===== src/rtl/video_sync_rx.sv =====
// Recovers active-area coordinates from incoming hsync/vsync/de timing and
// locks once several consecutive frames measure identically.
module video_sync_rx #(
  parameter int CORDW       = 10,
  parameter bit SYNC_POL    = 1'b0,
  parameter int LOCK_FRAMES = 2,
  parameter int TIMEOUT     = 2**20
) (
  input  logic             clk_pix,
  input  logic             rst,
  input  logic             hsync,
  input  logic             vsync,
  input  logic             de,
  output logic [CORDW-1:0] sx,
  output logic [CORDW-1:0] sy,
  output logic             de_out,
  output logic             line_start,
  output logic             frame_start,
  output logic             locked,
  output logic [CORDW-1:0] h_total,
  output logic [CORDW-1:0] h_active,
  output logic [CORDW-1:0] v_total,
  output logic [CORDW-1:0] v_active
);

  localparam logic [CORDW-1:0] CMAX = '1;
  localparam logic [CORDW-1:0] ONE  = CORDW'(1);
  localparam int TW = (TIMEOUT < 2) ? 1 : $clog2(TIMEOUT + 1);
  localparam int MW = (LOCK_FRAMES < 1) ? 1 : $clog2(LOCK_FRAMES + 1);
  localparam logic [TW-1:0] TO_LAST   = TW'(TIMEOUT - 1);
  localparam logic [MW-1:0] LOCK_LAST = MW'(LOCK_FRAMES - 1);

  typedef enum logic [1:0] {SEARCH, MEASURE, LOCKED} state_t;

  function automatic logic [CORDW-1:0] sat_inc(input logic [CORDW-1:0] v);
    return (v == CMAX) ? v : v + ONE;
  endfunction

  logic hs_in, vs_in;
  logic hs_s, vs_s, de_s, hs_p, vs_p, de_p, armed;
  logic ls_w, fs_w, hse_w;

  assign hs_in = (hsync == SYNC_POL);
  assign vs_in = (vsync == SYNC_POL);

  // First post-reset sample seeds both stages so no edge appears against the forced-inactive reset value.
  always_ff @(posedge clk_pix) begin
    if (rst) begin
      {hs_s, vs_s, de_s, hs_p, vs_p, de_p, armed} <= '0;
    end else begin
      {hs_s, vs_s, de_s} <= {hs_in, vs_in, de};
      armed <= 1'b1;
      if (armed) {hs_p, vs_p, de_p} <= {hs_s, vs_s, de_s};
      else       {hs_p, vs_p, de_p} <= {hs_in, vs_in, de};
    end
  end

  assign ls_w  = de_s & ~de_p;
  assign fs_w  = vs_s & ~vs_p;
  assign hse_w = hs_s & ~hs_p;

  logic sy_first;

  always_ff @(posedge clk_pix) begin
    if (rst) begin
      sx          <= '0;
      sy          <= '0;
      de_out      <= 1'b0;
      line_start  <= 1'b0;
      frame_start <= 1'b0;
      sy_first    <= 1'b0;
    end else begin
      de_out      <= de_s;
      line_start  <= ls_w;
      frame_start <= fs_w;
      if (ls_w)      sx <= '0;
      else if (de_s) sx <= sat_inc(sx);
      if (ls_w) begin
        if (sy_first || fs_w) begin
          sy       <= '0;
          sy_first <= 1'b0;
        end else begin
          sy <= sat_inc(sy);
        end
      end else if (fs_w) begin
        sy_first <= 1'b1;
      end
    end
  end

  logic [CORDW-1:0] h_cnt, ht_last, ha_cnt, vl_cnt, vt_cnt;

  always_ff @(posedge clk_pix) begin
    if (rst) begin
      {h_cnt, ht_last, ha_cnt, vl_cnt, vt_cnt} <= '0;
    end else begin
      if (ls_w) begin
        ht_last <= h_cnt;
        h_cnt   <= ONE;
        ha_cnt  <= ONE;
      end else begin
        h_cnt <= sat_inc(h_cnt);
        if (de_s) ha_cnt <= sat_inc(ha_cnt);
      end
      if (fs_w) begin
        vl_cnt <= ls_w  ? ONE : '0;
        vt_cnt <= hse_w ? ONE : '0;
      end else begin
        if (ls_w)  vl_cnt <= sat_inc(vl_cnt);
        if (hse_w) vt_cnt <= sat_inc(vt_cnt);
      end
    end
  end

  state_t           state;
  logic [TW-1:0]    to_cnt;
  logic [MW-1:0]    match_cnt;
  logic             have_ref, meas_match;
  logic [CORDW-1:0] ref_ht, ref_ha, ref_vt, ref_va;

  always_comb begin
    meas_match = (ht_last == ref_ht) && (ha_cnt == ref_ha) &&
                 (vt_cnt == ref_vt) && (vl_cnt == ref_va) && (vl_cnt != '0);
  end

  always_ff @(posedge clk_pix) begin
    if (rst) begin
      state     <= SEARCH;
      to_cnt    <= '0;
      match_cnt <= '0;
      have_ref  <= 1'b0;
      locked    <= 1'b0;
      {ref_ht, ref_ha, ref_vt, ref_va}         <= '0;
      {h_total, h_active, v_total, v_active}   <= '0;
    end else if (fs_w) begin
      to_cnt <= '0;
      case (state)
        SEARCH: begin
          state     <= MEASURE;
          have_ref  <= 1'b0;
          match_cnt <= '0;
        end
        MEASURE: begin
          if (!have_ref || !meas_match) begin
            {ref_ht, ref_ha, ref_vt, ref_va} <= {ht_last, ha_cnt, vt_cnt, vl_cnt};
            have_ref  <= 1'b1;
            match_cnt <= '0;
          end else begin
            match_cnt <= match_cnt + 1'b1;
            if (match_cnt == LOCK_LAST) begin
              state  <= LOCKED;
              locked <= 1'b1;
              {h_total, h_active, v_total, v_active} <= {ref_ht, ref_ha, ref_vt, ref_va};
            end
          end
        end
        LOCKED: begin
          if (!meas_match) begin
            state     <= MEASURE;
            locked    <= 1'b0;
            match_cnt <= '0;
            have_ref  <= 1'b1;
            {ref_ht, ref_ha, ref_vt, ref_va} <= {ht_last, ha_cnt, vt_cnt, vl_cnt};
          end
        end
        default: state <= SEARCH;
      endcase
    end else if (to_cnt == TO_LAST) begin
      to_cnt <= '0;
      state  <= SEARCH;
      locked <= 1'b0;
    end else begin
      to_cnt <= to_cnt + 1'b1;
    end
  end

endmodule


===== config.mk =====
export PLATFORM = sky130hd
export DESIGN_NAME = video_sync_rx
export DESIGN_NICKNAME = d
export VERILOG_FILES = /design/src/rtl/video_sync_rx.sv
export SDC_FILE = /design/constraint.sdc
export NUM_CORES = 1
export LEC_CHECK = 0
export ABC_CLOCK_PERIOD_IN_PS = 2600
export CAP_MARGIN = 20
export CORE_MARGIN = 2
export CORE_UTILIZATION = 55
export DETAILED_ROUTE_END_ITERATION = 10
export PLACE_DENSITY = 0.79
export REMOVE_ABC_BUFFERS = 1
export SYNTH_ARGS = -nofsm -noshare
export SYNTH_HDL_FRONTEND = slang
export SYNTH_SLANG_ARGS = --single-unit

===== constraint.sdc =====
create_clock -name clk_pix -period 2.6 [get_ports clk_pix]
set_input_delay 0.52 -clock clk_pix [delete_from_list [all_inputs] [get_ports clk_pix]]
set_output_delay 0.52 -clock clk_pix [all_outputs]
set_load 0.02 [all_outputs]

==> results.md <==
* Peak per-stage delay on the critical path at 0.45 ns
* Synth area leader: dfxtp_1
* Crit path launch type: flop
* Post-synthesis cell count at 881
* CP Data Arrival Time at 2.74 ns
* Final Util at 66.7%
* FF-to-FF End: v_active[4]
* Sink Count at 188
* Crit path cell chain: xor2_1 > nor4_1 > nand4_1 > nor4_4 > buf_6 > mux2i_1 > nor2_1
* Post-Synth Adder-Cell Area at 2.00%
* Clock share of power at 43.3%
* Met2 usage at 35.5%
* Synth unique cells at 50
* Post-route setup TNS at 0 ns
* Capture point of the critical path: v_active[4]
* DRT antenna net count at 0
* Crit path max fanout at 21
* Die area at 15,800 sq um
* Largest net degree at the start of global routing at 65
* Clock root buffer: clkbuf_16
* Share of layout cells above drive strength 1 at 7.83%
* Initial antenna violation count at 0
* Max-slew violations at 0
* Via count at 6,266
* CTS hold repair buffers at 0
* Total GRT Usage at 22.2%
* Power Density at 580 nW/um^2
* I/O pin count at 69
* Combinational fraction of design power at 4.3%
* FF+latch count, synth at 188
* Worst r2r path cells at 7
* 1st-pass router iterations at 5
* Xor/xnor share of the synthesized area at 10.6%
* Max cap viols at 0
* Leak pwr at 3.61 nW
* Worst-Skew Late Latency at 0.43 ns
* Number of flops mapped to enable cells by yosys at 0
* CP startpoint: ha_cnt[0]
* Vias in the first global route at 5,817
* Critical path class: flop to flop
* Hold depth at 1
* DR vias/cell at 5.43
* Clock buffer count from CTS at 17
* Design area at 9650 sq um
* Endpoints failing setup at 0
* Gr ovfl total at 0
* Ys async rst share at 0%
* Tcrit/Tclk final at 93.3%
* Placed cell area at 9090 sq um
* Final nets at 976
* Compound-Gate Fraction of Synth Area at 5.37%
* Rows at 44
* Mux share of post-synthesis cell area at 10.8%
* VDD IR max at 0.421 mV
* CTS tree: done
* Unrepaired setup endpoints after global routing: no
* Routability cong. at 0.845
* CP required at 2.91 ns
* CTS H-tree depth at 4
* Worst slew pin tran at 0.918 ns
* Crit end category: flop
* Hold WC Path Type: flop to flop
* Initial Util at 56.1%
* Ys Warns at 0
* Detailed Route WL at 17.6 mm
* Status: finished, final reports clean
* Main synth FF type: dfxtp_1
* Fmax at 412 MHz
* Final hold vios at 0
* Gr busiest metal: met2
* Clock skew at 0.00926 ns
* Pint at 0.00433 W
* DR DRC count at 0
* Reg power frac at 52.4%
* CTS clk-pin slew, worst paths at 0.07 ns
* Area grow syn2layout at 18.8%
* Sw frac at 22.6%
* Buffers on Ports at 68
* Max_slew headroom at 38.6%
* Height of the chip at 126 um
* Avg WL per Cell at 15.2 um
* ANT cells at 0
* Largest family of logic cells by synthesized area: simple AND/OR/NAND/NOR gates
* Die width at 126 um
* Core area at 14,500 sq um
* Register area share after synthesis at 46.3%
* GR Util met3 at 4.32%
* Most area-consuming cells after synthesis: dfxtp_1 (46%), mux2i_1 (11%), xor2_1 (8.4%), nor2_1 (6.1%), nand2_1 (5.5%)
* DRT iter0 DRCs at 380
* Slack of the worst reg-to-reg path at 0.17 ns
* Fill cells at 1,121
* Clock Path Buffers at 2
* Post-synth top area share at 46.3%
* First-pass GRT wire length at 28.6 mm
* Cell area after synthesis at 8130 sq um
* Mean post-synth cell area at 9.22 sq um
* RR Startpoint: ha_cnt[0]
* Final Critical Period at 2.43 ns
* DPL Wire Length at 11.7 mm
* M1 GR Usage at 30.2%
* Synth Area in Simple Gates at 21.7%
* CP max-delay cell: dfxtp_1
* Net switching power at 0.00127 W
worst min path at each step:
| stage | to | slack (ns) | startpoint |
|---|---|---|---|
| floorplan | to_cnt[0] | 0.41 | to_cnt[0] |
| global placement | to_cnt[0] | 0.43 | to_cnt[0] |
| detailed placement | to_cnt[0] | 0.44 | to_cnt[0] |
| CTS | to_cnt[0] | 0.44 | to_cnt[0] |
| global route | to_cnt[0] | 0.47 | to_cnt[0] |
| finish | to_cnt[0] | 0.44 | to_cnt[0] |
power groups by stage:
stage               registers [W]  logic (W)  clock network [W]
floorplan                 0.00300   0.000138                  0
global placement          0.00300   0.000235                  0
detailed placement        0.00300   0.000238                  0
CTS                       0.00294   0.000241            0.00246
global route              0.00294   0.000264            0.00259
finish                    0.00294   0.000242            0.00242
routing by layer:
layer  routed length (um)  share of wire, %
met1                 8510                48
met2                 8060                46
met3                  734               4.2
met4                  272               1.5
met5                    0                 0
registers in the layout, summed over array words and instances, names as in the netlist, 2 cells and up:
| name | count |
|---|---|
| vl_cnt | 10 |
| ref_va | 10 |
| ref_ht | 10 |
| sx | 10 |
| match_cnt | 2 |
| vt_cnt | 10 |
| h_active | 10 |
| h_cnt | 10 |
| h_total | 10 |
| ha_cnt | 10 |
| ref_ha | 10 |
| sy | 10 |
| v_total | 10 |
| state | 2 |
| ref_vt | 10 |
| v_active | 10 |
| ht_last | 10 |
| to_cnt | 21 |
placed cells by master, fill, tap and decap left out, drive strengths merged, types with 16 or more instances in the layout:
cell | netlist | layout
a21oi | 20 | 20
buf | 17 | 31
clkbuf | 24 | 23
clkdlybuf4s50 | 0 | 67
dfxtp | 188 | 188
mux2i | 88 | 88
nand2 | 118 | 118
nand3 | 30 | 30
nand4 | 21 | 21
nor2 | 132 | 132
o21ai | 16 | 16
xnor2 | 20 | 20
xor2 | 78 | 78
final cells by class:
type,instances,area [sq um],share of cell area [%]
sequential,188,3760,39.0
multi-input combinational,641,4120,42.6
clock inverter,10,91.3,0.946
clock buffer,22,454,4.71
tap,184,230,2.39
inverter,11,41.3,0.428
timing repair buffer,99,955,9.89
cells in the mapped netlist, drive strengths merged, types with 9 or more instances:
library cell	count
o21ai	16
dfxtp	188
a21oi	20
a22o	10
mux2i	88
and3	9
clkbuf	24
nor2	132
nand4	21
xor2	78
ha	13
nor3	13
xnor2	20
nand2	118
inv	11
nand3	30
buf	17
nor4	14
logic make-up after synthesis:
group,count (synthesis)
buffers and inverters,52
adder cells (fa/ha/maj),13
AO/OA/AOI/OAI,67
multiplexers,88
XOR/XNOR,98
flip-flops,188
AND/OR/NAND/NOR,375
worst max-delay path: cells and delay by family (launching register included):
kind	cells	cell delay [ns]
AND/OR/NAND/NOR	4	1.15
flip-flops	1	0.45
buffers and inverters	1	0.35
multiplexers	1	0.24
XOR/XNOR	1	0.10
metrics by stage:
step                hold WS, ns  setup WS [ns]  std cells  total power [W]
finish                    0.440          0.175       1155          0.00560
global route              0.467         0.0116       1155          0.00579
CTS                       0.445          0.167       1154          0.00564
detailed placement        0.436          0.193       1122          0.00324
global placement          0.425          0.243       1122          0.00323
floorplan                 0.413          -1.65        840          0.00314
timing repair:
action | CTS | global route
setup endpoints to repair | 0 | 1
buffers inserted | 0 | 0
resized for setup | 0 | 1
(Power assumes the default switching activity.)
